==> config.mk <==
export PLATFORM = sky130hd
export DESIGN_NAME = morra_driver_flat
export DESIGN_NICKNAME = d
export VERILOG_FILES = /design/src/rtl/morra_if.sv /design/src/rtl/morra_driver.sv /design/src/flat_wrapper.sv
export SDC_FILE = /design/constraint.sdc
export NUM_CORES = 1
export LEC_CHECK = 0
export BUFFER_PORTS_ARGS = -buffer_cell sky130_fd_sc_hd__buf_2
export CAP_MARGIN = 20
export CORE_MARGIN = 2
export CORE_UTILIZATION = 55
export CTS_CLUSTER_DIAMETER = 80
export DETAILED_ROUTE_END_ITERATION = 10
export PLACE_DENSITY = 0.85
export SLEW_MARGIN = 10
export SYNTH_ARGS = -nofsm -noshare
export SYNTH_HDL_FRONTEND = slang
export SYNTH_SLANG_ARGS = --single-unit
==> constraint.sdc <==
create_clock -name clk -period 3.3 [get_ports clk]
set_input_delay 0.66 -clock clk [delete_from_list [all_inputs] [get_ports clk]]
set_output_delay 0.66 -clock clk [all_outputs]
set_load 0.03 [all_outputs]
==> src/rtl/morra_if.sv <==
// Game-side bundle between morra_driver and the MorraCinese FSM,
// plus the match control/status lines.
interface morra_if #(
    parameter int CNT_W = 5
);
    logic             START;
    logic [3:0]       NMAN;
    logic [1:0]       MANCHE_IN;
    logic [1:0]       PARTITA_IN;
    logic [1:0]       PRIMO;
    logic [1:0]       SECONDO;
    logic             INIZIA;
    logic             BUSY;
    logic             DONE;
    logic             TIMEOUT;
    logic [1:0]       RESULT;
    logic [CNT_W-1:0] WINS1;
    logic [CNT_W-1:0] WINS2;
    logic [CNT_W-1:0] DRAWS;
    logic [CNT_W-1:0] INVALIDS;

    modport master (
        input  START, NMAN, MANCHE_IN, PARTITA_IN,
        output PRIMO, SECONDO, INIZIA, BUSY, DONE,
        output TIMEOUT, RESULT,
        output WINS1, WINS2, DRAWS, INVALIDS
    );

    modport slave (
        output START, NMAN, MANCHE_IN, PARTITA_IN,
        input  PRIMO, SECONDO, INIZIA, BUSY, DONE,
        input  TIMEOUT, RESULT,
        input  WINS1, WINS2, DRAWS, INVALIDS
    );
endinterface

==> src/rtl/morra_driver.sv <==
// Self-play match sequencer for the MorraCinese game FSM.
// Optional: MORRA_INVALID_INJECT_EN forces PRIMO=00 every 4th PLAY cycle.
module morra_driver #(
    parameter logic [7:0] SEED1      = 8'hA5,
    parameter logic [7:0] SEED2      = 8'h3C,
    parameter int         MAX_CYCLES = 32,
    parameter int         CNT_W      = 5
) (
    input logic      clk,
    input logic      rst,
    morra_if.master  m
);
    localparam int CYC_W = $clog2(MAX_CYCLES + 1);

    typedef enum logic [1:0] {IDLE, INIT, PLAY} state_t;

    state_t st, st_nx;

    logic [7:0]       l1, l1_nx, l2, l2_nx;
    logic [CYC_W-1:0] cyc, cyc_nx;
    logic [1:0]       primo, primo_nx, secondo, secondo_nx;
    logic [1:0]       result, result_nx;
    logic             inizia, inizia_nx, busy, busy_nx;
    logic             done, done_nx, tmo, tmo_nx;
    logic [CNT_W-1:0] w1, w1_nx, w2, w2_nx;
    logic [CNT_W-1:0] dr, dr_nx, inv, inv_nx;

    function automatic logic [7:0] step(input logic [7:0] l);
        return {l[6:0], l[7] ^ l[5] ^ l[4] ^ l[3]};
    endfunction

    function automatic logic [1:0] mv(input logic [1:0] r);
        return (r == 2'b00) ? 2'b01 : r;
    endfunction

    function automatic logic [CNT_W-1:0] inc(input logic [CNT_W-1:0] c);
        return (&c) ? c : c + CNT_W'(1);
    endfunction

    always_ff @(posedge clk or posedge rst) begin
        if (rst) st <= IDLE;
        else     st <= st_nx;
    end

    always_comb begin
        st_nx      = st;
        l1_nx      = l1;
        l2_nx      = l2;
        cyc_nx     = cyc;
        primo_nx   = primo;
        secondo_nx = secondo;
        result_nx  = result;
        inizia_nx  = 1'b0;
        busy_nx    = busy;
        done_nx    = 1'b0;
        tmo_nx     = tmo;
        w1_nx      = w1;
        w2_nx      = w2;
        dr_nx      = dr;
        inv_nx     = inv;
        unique case (st)
            IDLE: begin
                if (m.START) begin
                    st_nx      = INIT;
                    inizia_nx  = 1'b1;
                    busy_nx    = 1'b1;
                    primo_nx   = m.NMAN[3:2];
                    secondo_nx = m.NMAN[1:0];
                    tmo_nx     = 1'b0;
                    cyc_nx     = '0;
                    w1_nx      = '0;
                    w2_nx      = '0;
                    dr_nx      = '0;
                    inv_nx     = '0;
                end
            end
            INIT: begin
                st_nx      = PLAY;
                l1_nx      = step(l1);
                l2_nx      = step(l2);
                primo_nx   = mv(l1_nx[1:0]);
                secondo_nx = mv(l2_nx[1:0]);
            end
            PLAY: begin
                cyc_nx = cyc + CYC_W'(1);
                // first PLAY edge carries the verdict of the INIT config
                if (cyc != '0) begin
                    case (m.MANCHE_IN)
                        2'b01:   w1_nx  = inc(w1);
                        2'b10:   w2_nx  = inc(w2);
                        2'b11:   dr_nx  = inc(dr);
                        default: inv_nx = inc(inv);
                    endcase
                end
                if (cyc != '0 && m.PARTITA_IN != 2'b00) begin
                    st_nx      = IDLE;
                    result_nx  = m.PARTITA_IN;
                    done_nx    = 1'b1;
                    busy_nx    = 1'b0;
                    primo_nx   = 2'b00;
                    secondo_nx = 2'b00;
                end else if (cyc_nx == CYC_W'(MAX_CYCLES)) begin
                    st_nx      = IDLE;
                    tmo_nx     = 1'b1;
                    result_nx  = 2'b00;
                    done_nx    = 1'b1;
                    busy_nx    = 1'b0;
                    primo_nx   = 2'b00;
                    secondo_nx = 2'b00;
                end else begin
                    l1_nx      = step(l1);
                    l2_nx      = step(l2);
                    primo_nx   = mv(l1_nx[1:0]);
                    secondo_nx = mv(l2_nx[1:0]);
`ifdef MORRA_INVALID_INJECT_EN
                    if (cyc_nx[1:0] == 2'b11) primo_nx = 2'b00;
`endif
                end
            end
            default: st_nx = IDLE;
        endcase
    end

    always_ff @(posedge clk or posedge rst) begin
        if (rst) begin
            l1      <= SEED1;
            l2      <= SEED2;
            cyc     <= '0;
            primo   <= 2'b00;
            secondo <= 2'b00;
            result  <= 2'b00;
            inizia  <= 1'b0;
            busy    <= 1'b0;
            done    <= 1'b0;
            tmo     <= 1'b0;
            w1      <= '0;
            w2      <= '0;
            dr      <= '0;
            inv     <= '0;
        end else begin
            l1      <= l1_nx;
            l2      <= l2_nx;
            cyc     <= cyc_nx;
            primo   <= primo_nx;
            secondo <= secondo_nx;
            result  <= result_nx;
            inizia  <= inizia_nx;
            busy    <= busy_nx;
            done    <= done_nx;
            tmo     <= tmo_nx;
            w1      <= w1_nx;
            w2      <= w2_nx;
            dr      <= dr_nx;
            inv     <= inv_nx;
        end
    end

    assign m.PRIMO    = primo;
    assign m.SECONDO  = secondo;
    assign m.INIZIA   = inizia;
    assign m.BUSY     = busy;
    assign m.DONE     = done;
    assign m.TIMEOUT  = tmo;
    assign m.RESULT   = result;
    assign m.WINS1    = w1;
    assign m.WINS2    = w2;
    assign m.DRAWS    = dr;
    assign m.INVALIDS = inv;
endmodule

==> src/flat_wrapper.sv <==
// flat-port wrapper written by rule: the top's interface ports become plain ports
module morra_driver_flat 
#(
    parameter logic [7:0] SEED1      = 8'hA5,
    parameter logic [7:0] SEED2      = 8'h3C,
    parameter int         MAX_CYCLES = 32,
    parameter int         CNT_W      = 5
)
  (clk, rst, m_START, m_NMAN, m_MANCHE_IN, m_PARTITA_IN, m_PRIMO, m_SECONDO, m_INIZIA, m_BUSY, m_DONE, m_TIMEOUT, m_RESULT, m_WINS1, m_WINS2, m_DRAWS, m_INVALIDS);
  morra_if #(.CNT_W(CNT_W)) m_i ();
  input logic clk;
  input logic rst;
  input wire logic [$bits(m_i.START)-1:0] m_START;
  input wire logic [$bits(m_i.NMAN)-1:0] m_NMAN;
  input wire logic [$bits(m_i.MANCHE_IN)-1:0] m_MANCHE_IN;
  input wire logic [$bits(m_i.PARTITA_IN)-1:0] m_PARTITA_IN;
  output wire logic [$bits(m_i.PRIMO)-1:0] m_PRIMO;
  output wire logic [$bits(m_i.SECONDO)-1:0] m_SECONDO;
  output wire logic [$bits(m_i.INIZIA)-1:0] m_INIZIA;
  output wire logic [$bits(m_i.BUSY)-1:0] m_BUSY;
  output wire logic [$bits(m_i.DONE)-1:0] m_DONE;
  output wire logic [$bits(m_i.TIMEOUT)-1:0] m_TIMEOUT;
  output wire logic [$bits(m_i.RESULT)-1:0] m_RESULT;
  output wire logic [$bits(m_i.WINS1)-1:0] m_WINS1;
  output wire logic [$bits(m_i.WINS2)-1:0] m_WINS2;
  output wire logic [$bits(m_i.DRAWS)-1:0] m_DRAWS;
  output wire logic [$bits(m_i.INVALIDS)-1:0] m_INVALIDS;
  assign m_i.START = m_START;
  assign m_i.NMAN = m_NMAN;
  assign m_i.MANCHE_IN = m_MANCHE_IN;
  assign m_i.PARTITA_IN = m_PARTITA_IN;
  assign m_PRIMO = m_i.PRIMO;
  assign m_SECONDO = m_i.SECONDO;
  assign m_INIZIA = m_i.INIZIA;
  assign m_BUSY = m_i.BUSY;
  assign m_DONE = m_i.DONE;
  assign m_TIMEOUT = m_i.TIMEOUT;
  assign m_RESULT = m_i.RESULT;
  assign m_WINS1 = m_i.WINS1;
  assign m_WINS2 = m_i.WINS2;
  assign m_DRAWS = m_i.DRAWS;
  assign m_INVALIDS = m_i.INVALIDS;
  morra_driver #(.SEED1(SEED1), .SEED2(SEED2), .MAX_CYCLES(MAX_CYCLES), .CNT_W(CNT_W)) u_core (.clk(clk), .rst(rst), .m(m_i));
endmodule
Word-level counts from Yosys, hierarchy flattened --
Index checks and enable logic that the tools add are counted.
Operators by class: add/subtract/negate cells 5, multipliers 0, div/mod/pow operators 0, magnitude comparators 0, equality and inequality tests 20, shift operators 0, mux-type cells 53, bitwise logic cells 6, reduce and logical (&&, ||, !) cells 26
Operators by type and width (count):
- $mux W5 | 13
- $pmux W5 S2 | 4
- $reduce_and A5 Y1 | 8
- $mux W8 | 4
- $pmux W8 S2 | 2
- $mux W2 | 12
- $ne A2 B2 Y1 const B | 11
- $add A5 B1 Y5 const B | 4
- $pmux W2 S3 | 3
- $pmux W6 S2 | 1
- $mux W1 | 11
- $reduce_and A2 Y1 | 4
- $reduce_bool A2 Y1 | 4
- $add A6 B1 Y6 const B | 1
- $eq A2 B2 Y1 const B | 3
- $eq A6 B6 Y1 const B | 1
- $logic_not A2 Y1 | 3
- $mux W6 | 1
- $reduce_and A3 Y1 | 2
- $reduce_bool A6 Y1 | 1
- $xor A1 B1 Y1 | 6
- $eq A2 B1 Y1 const B | 2
- $ne A2 B1 Y1 const B | 2
- $pmux W1 S2 | 2
- 5 further kinds | 5
Word-level totals: register bits after elaboration 54, bits in latches 0, memory bits (writable) 0, bits in read-only memories 0, bits of input ports 11, output and inout port bits 30, logic and storage cells 125, memories kept 0

Depth between registers and ports, before layout --
depth after elaboration 8, depth in mapped cells 10, mapped depth without buffers 8

Worst setup path after synthesis --
Ideal clock, no wire load.
kind register -> register, start point register u_core.cyc[0], end point register u_core.l1[1], setup time 0.125 ns, data arrival time 2.259 ns, setup slack 0.916 ns, stages on the path, launching flop included 11, path buffers 3, clock period less this slack 2.384 ns, cells stage by stage dfrtp_1 -> inv_1 -> ha_1 -> or4b_1 -> buf_2 -> o22a_1 -> and2_4 -> or2_1 -> buf_6 -> buf_8 -> mux2_4
Between the ends: word-level cells in the longest chain between the ends 4
RTL lines:
- start: declaration | RTL line morra_driver.sv:20 | logic [CYC_W-1:0] cyc, cyc_nx;
- start signal: assignment | RTL line morra_driver.sv:143 | cyc <= cyc_nx;
- $add A6 B1 Y6 or $reduce_bool A6 Y1 (tied branches) | RTL line morra_driver.sv:85, morra_driver.sv:95
- $eq A6 B6 Y1 or $logic_and A1 B1 Y1 (tied branches) | RTL line morra_driver.sv:102, morra_driver.sv:95
- $ne A2 B2 Y1 (no source line)
- $reduce_and A3 Y1 (no source line) (*)
- end signal: assignment | RTL line morra_driver.sv:141 | l1 <= l1_nx;
- end: declaration | RTL line morra_driver.sv:19 | logic [7:0] l1, l1_nx, l2, l2_nx;
Every way passes the cells marked *; elsewhere a longest branch is shown, timed or not. A chain may end at the register's enable or synchronous reset.

Final worst setup path --
start point register u_core.cyc[1], end point register u_core.l1[1]
The elaborated chain is that of the path after synthesis.

==> summary.txt <==
Floorplanning
  – Cell Rows: 25
  – Die width: 74.57 um
  – Die area: 5560 sq um
  – Initial Util: 0.5761
  – # IOs: 41
  – Die Span Y: 74.57 um
  – Core area: 4755 sq um

STA
  – Worst-Margin Slew: 0.7566 ns
  – Max Freq: 0.3799 GHz
  – RSZ-0062 raised after global routing: no
  – Final Skew: 0.01043 ns
  – Hold Fails Final Rpt: 0
  – Slew headroom: 0.4956
  – Final period demand of the worst path: 2.632 ns
  – Tcrit/Tclk final: 0.7976
  – Final Max Tran Viols: 0
  – Sum Neg Setup Slack: 0 ns
  – # setup viols final: 0

GRT
  – First-pass GRT wire length: 9149 um
  – Number of global-route vias before repair: 1,982
  – Largest net degree at the start of global routing: 32
  – Initial antenna violation count: 0
  – Global-route usage over all layers: 0.2173
  – GRT overflow: 0

Detailed routing
  – Final wirelength: 5455 um
  – Post-DR wirelength/cell: 14.62 um
  – DRC errors left: 0
  – DR vias/cell: 5.525
  – Vias: 2,061
  – First-pass DRT Iterations: 4
  – DRT antenna net count: 0
  – Initial DRC count: 94

Power and ir drop
  – Tot Pwr: 0.002636 W
  – Pleak: 1.546 nW
  – Max rail drop VDD: 0.0003985 V
  – Pwr dens: 851.1 nW/um^2

Placed design
  – DP Area: 2999 sq um
  – PortBufs: 40
  – Dpl cells: 365
  – Placer Congestion: 0.8083
  – Dpl hpwl: 3955 um

Critical path
  – CP max FO: 16
  – Crit path DAT: 2.85 ns
  – Crit Path Category: flip-flop to flip-flop
  – Data required time at the worst endpoint: 3.51 ns
  – CP endpoint kind: flip-flop
  – Crit path launch type: flip-flop

Clocking
  – Clk sinks: 54
  – Postcts setup bufs: 0
  – CTS buffer count: 5
  – H-tree depth: 2
  – Clock Latency Late Sink: 0.32 ns
  – CTS tree: done
  – Worst-path clk slew: 0.11 ns
  – Hold_buf cts: 0
  – Longest Clk Path Bufs: 2
  – Post-CTS sizing: 0
  – Root Buffer: clkbuf_8

Cells and area
  – Final #Nets: 329
  – Commonest non-fill, non-tap cell in the layout: dfrtp_1
  – Cell Count, Final, Fillers Out: 373
  – Layout area overhead: 13.07%
  – Storage cell area: 1361 sq um
  – Fillers: 405
  – Fraction of layout cells with a size suffix above 1: 0.2516
  – Area of the multi-input gates: 1260 sq um
  – Diode count: 0
  – Most frequent cells in the layout: dfrtp_1, buf_2, nand2_1
  – Post-route cell area: 3097 sq um

Synth
  – Post-Syn Area: 2739 sq um
  – Syn avg cell area: 10.41 sq um
  – Yosys reg bits: 54
  – Synth cell types: 40
  – Gate Count Post-Synth: 263
  – Syn_nets: 287
  – Yosys warns: 0
  – Sequential area share after synthesis: 0.4970

Hold path
  – HP Class: input port to asynchronous set/reset pin

Status
  – Status: finished, final reports clean

Job
  – Max Cap Violations: 0
## layer usage
metal  global-route usage  share of wire  wire length (um)
met4              0.06151          0.014                74
met5                    0              0                 0
met1               0.2841           0.43              2349
met3              0.05149          0.050               273
met2               0.3638           0.51              2758
## state kept, by name (all words and copies together) (netlist names)
signal,flops
u_core.st,2
u_core.m.DRAWS,5
u_core.l1,8
u_core.m.WINS1,5
u_core.l2,8
u_core.m.DONE,1
u_core.m.BUSY,1
u_core.m.PRIMO,2
u_core.m.TIMEOUT,1
u_core.m.SECONDO,2
u_core.m.RESULT,2
u_core.m.INVALIDS,5
u_core.m.WINS2,5
u_core.cyc,6
u_core.m.INIZIA,1
## cells by family (layout without fill, tap and decap cells)
| group | Yosys count | count (layout) | share of synthesized area |
|---|---|---|---|
| AO/OA/AOI/OAI | 58 | 58 | 0.1247 |
| XOR/XNOR | 16 | 16 | 0.05117 |
| adder cells (fa/ha/maj) | 13 | 13 | 0.05939 |
| buffers and inverters | 26 | 69 | 0.04294 |
| flip-flops | 54 | 54 | 0.4970 |
| multiplexers | 19 | 19 | 0.08726 |
| AND/OR/NAND/NOR | 77 | 77 | 0.1375 |
## synthesized netlist by cell type (all sizes together)
cell      n  area share
xor2      2      0.0064
and2      2      0.0055
a22o      5       0.016
nand3    10       0.018
nor2     15       0.021
dfstp     8       0.077
dfrtp    46        0.42
inv      17       0.023
or2       1      0.0023
nand4b    1      0.0032
o2111ai   1      0.0032
a21o      4       0.011
o22a      1      0.0032
ha       13       0.059
a31oi     1      0.0023
o211ai    2      0.0055
mux2     15       0.073
o22ai     2      0.0046
a21oi    16       0.029
nand2    27       0.037
nor3b     2      0.0055
buf       4       0.013
nand3b    1      0.0027
or4b      1      0.0037
or4       1      0.0027
mux2i     4       0.015
nor3      1      0.0018
and3      5       0.011
xnor2    14       0.045
a211o     1      0.0032
o21ai    24       0.044
nand4     6       0.014
nand2b    4      0.0091
clkbuf    5      0.0069
a22oi     1      0.0027
## area by class of cell
class,instances,area share
timing repair buffer,44,0.07434
inverter,17,0.02061
multi-input combinational,183,0.4069
clock inverter,3,0.009293
clock buffer,5,0.02222
sequential,54,0.4396
tap,67,0.02707
## worst max-delay path, stage by stage, from the launching register on
cell and delay (ns):
dfrtp_1 0.42, inv_1 0.09, ha_1 0.13, or4b_1 0.58
o22a_1 0.26, and2_4 0.18, or2_1 0.48, mux2_4 0.41
## final timing paths
kind / from / end / slack, ns / cells after the start
max in group asynchronous: rst / u_core.l2[4]$_DFFE_PP1P_ / 2.09 / 3
max reg2reg: u_core.cyc[1]$_DFFE_PP0P_ / u_core.l1[1]$_DFFE_PP0P_ / 0.67 / 7
max: u_core.cyc[1]$_DFFE_PP0P_ / u_core.l1[1]$_DFFE_PP0P_ / 0.67 / 7
min reg2reg: u_core.l2[6]$_DFFE_PP0P_ / u_core.l2[6]$_DFFE_PP0P_ / 0.52 / 1
min in group clk: u_core.l2[6]$_DFFE_PP0P_ / u_core.l2[6]$_DFFE_PP0P_ / 0.52 / 1
min: rst / u_core.m.INVALIDS[1]$_DFFE_PP0P_ / 0.41 / 2
## power by group
part	switching [W]	internal [W]
registers	0.000143	0.000883
clock network	0.000235	0.000159
logic	0.000701	0.000515
total	0.00108	0.00156
## through the flow
step	setup slack [ns]	hold slack (ns)	util
final	0.6679	0.4138	0.6513
after global routing	0.4706	0.4613	0.6513
after CTS	0.6765	0.4401	0.6513
after detailed placement	0.6895	0.4899	0.6308
after global placement	0.7465	0.4855	0.6308
after floorplan	0.9156	0.4749	-
No activity file was read; power rests on OpenSTA's default activity.
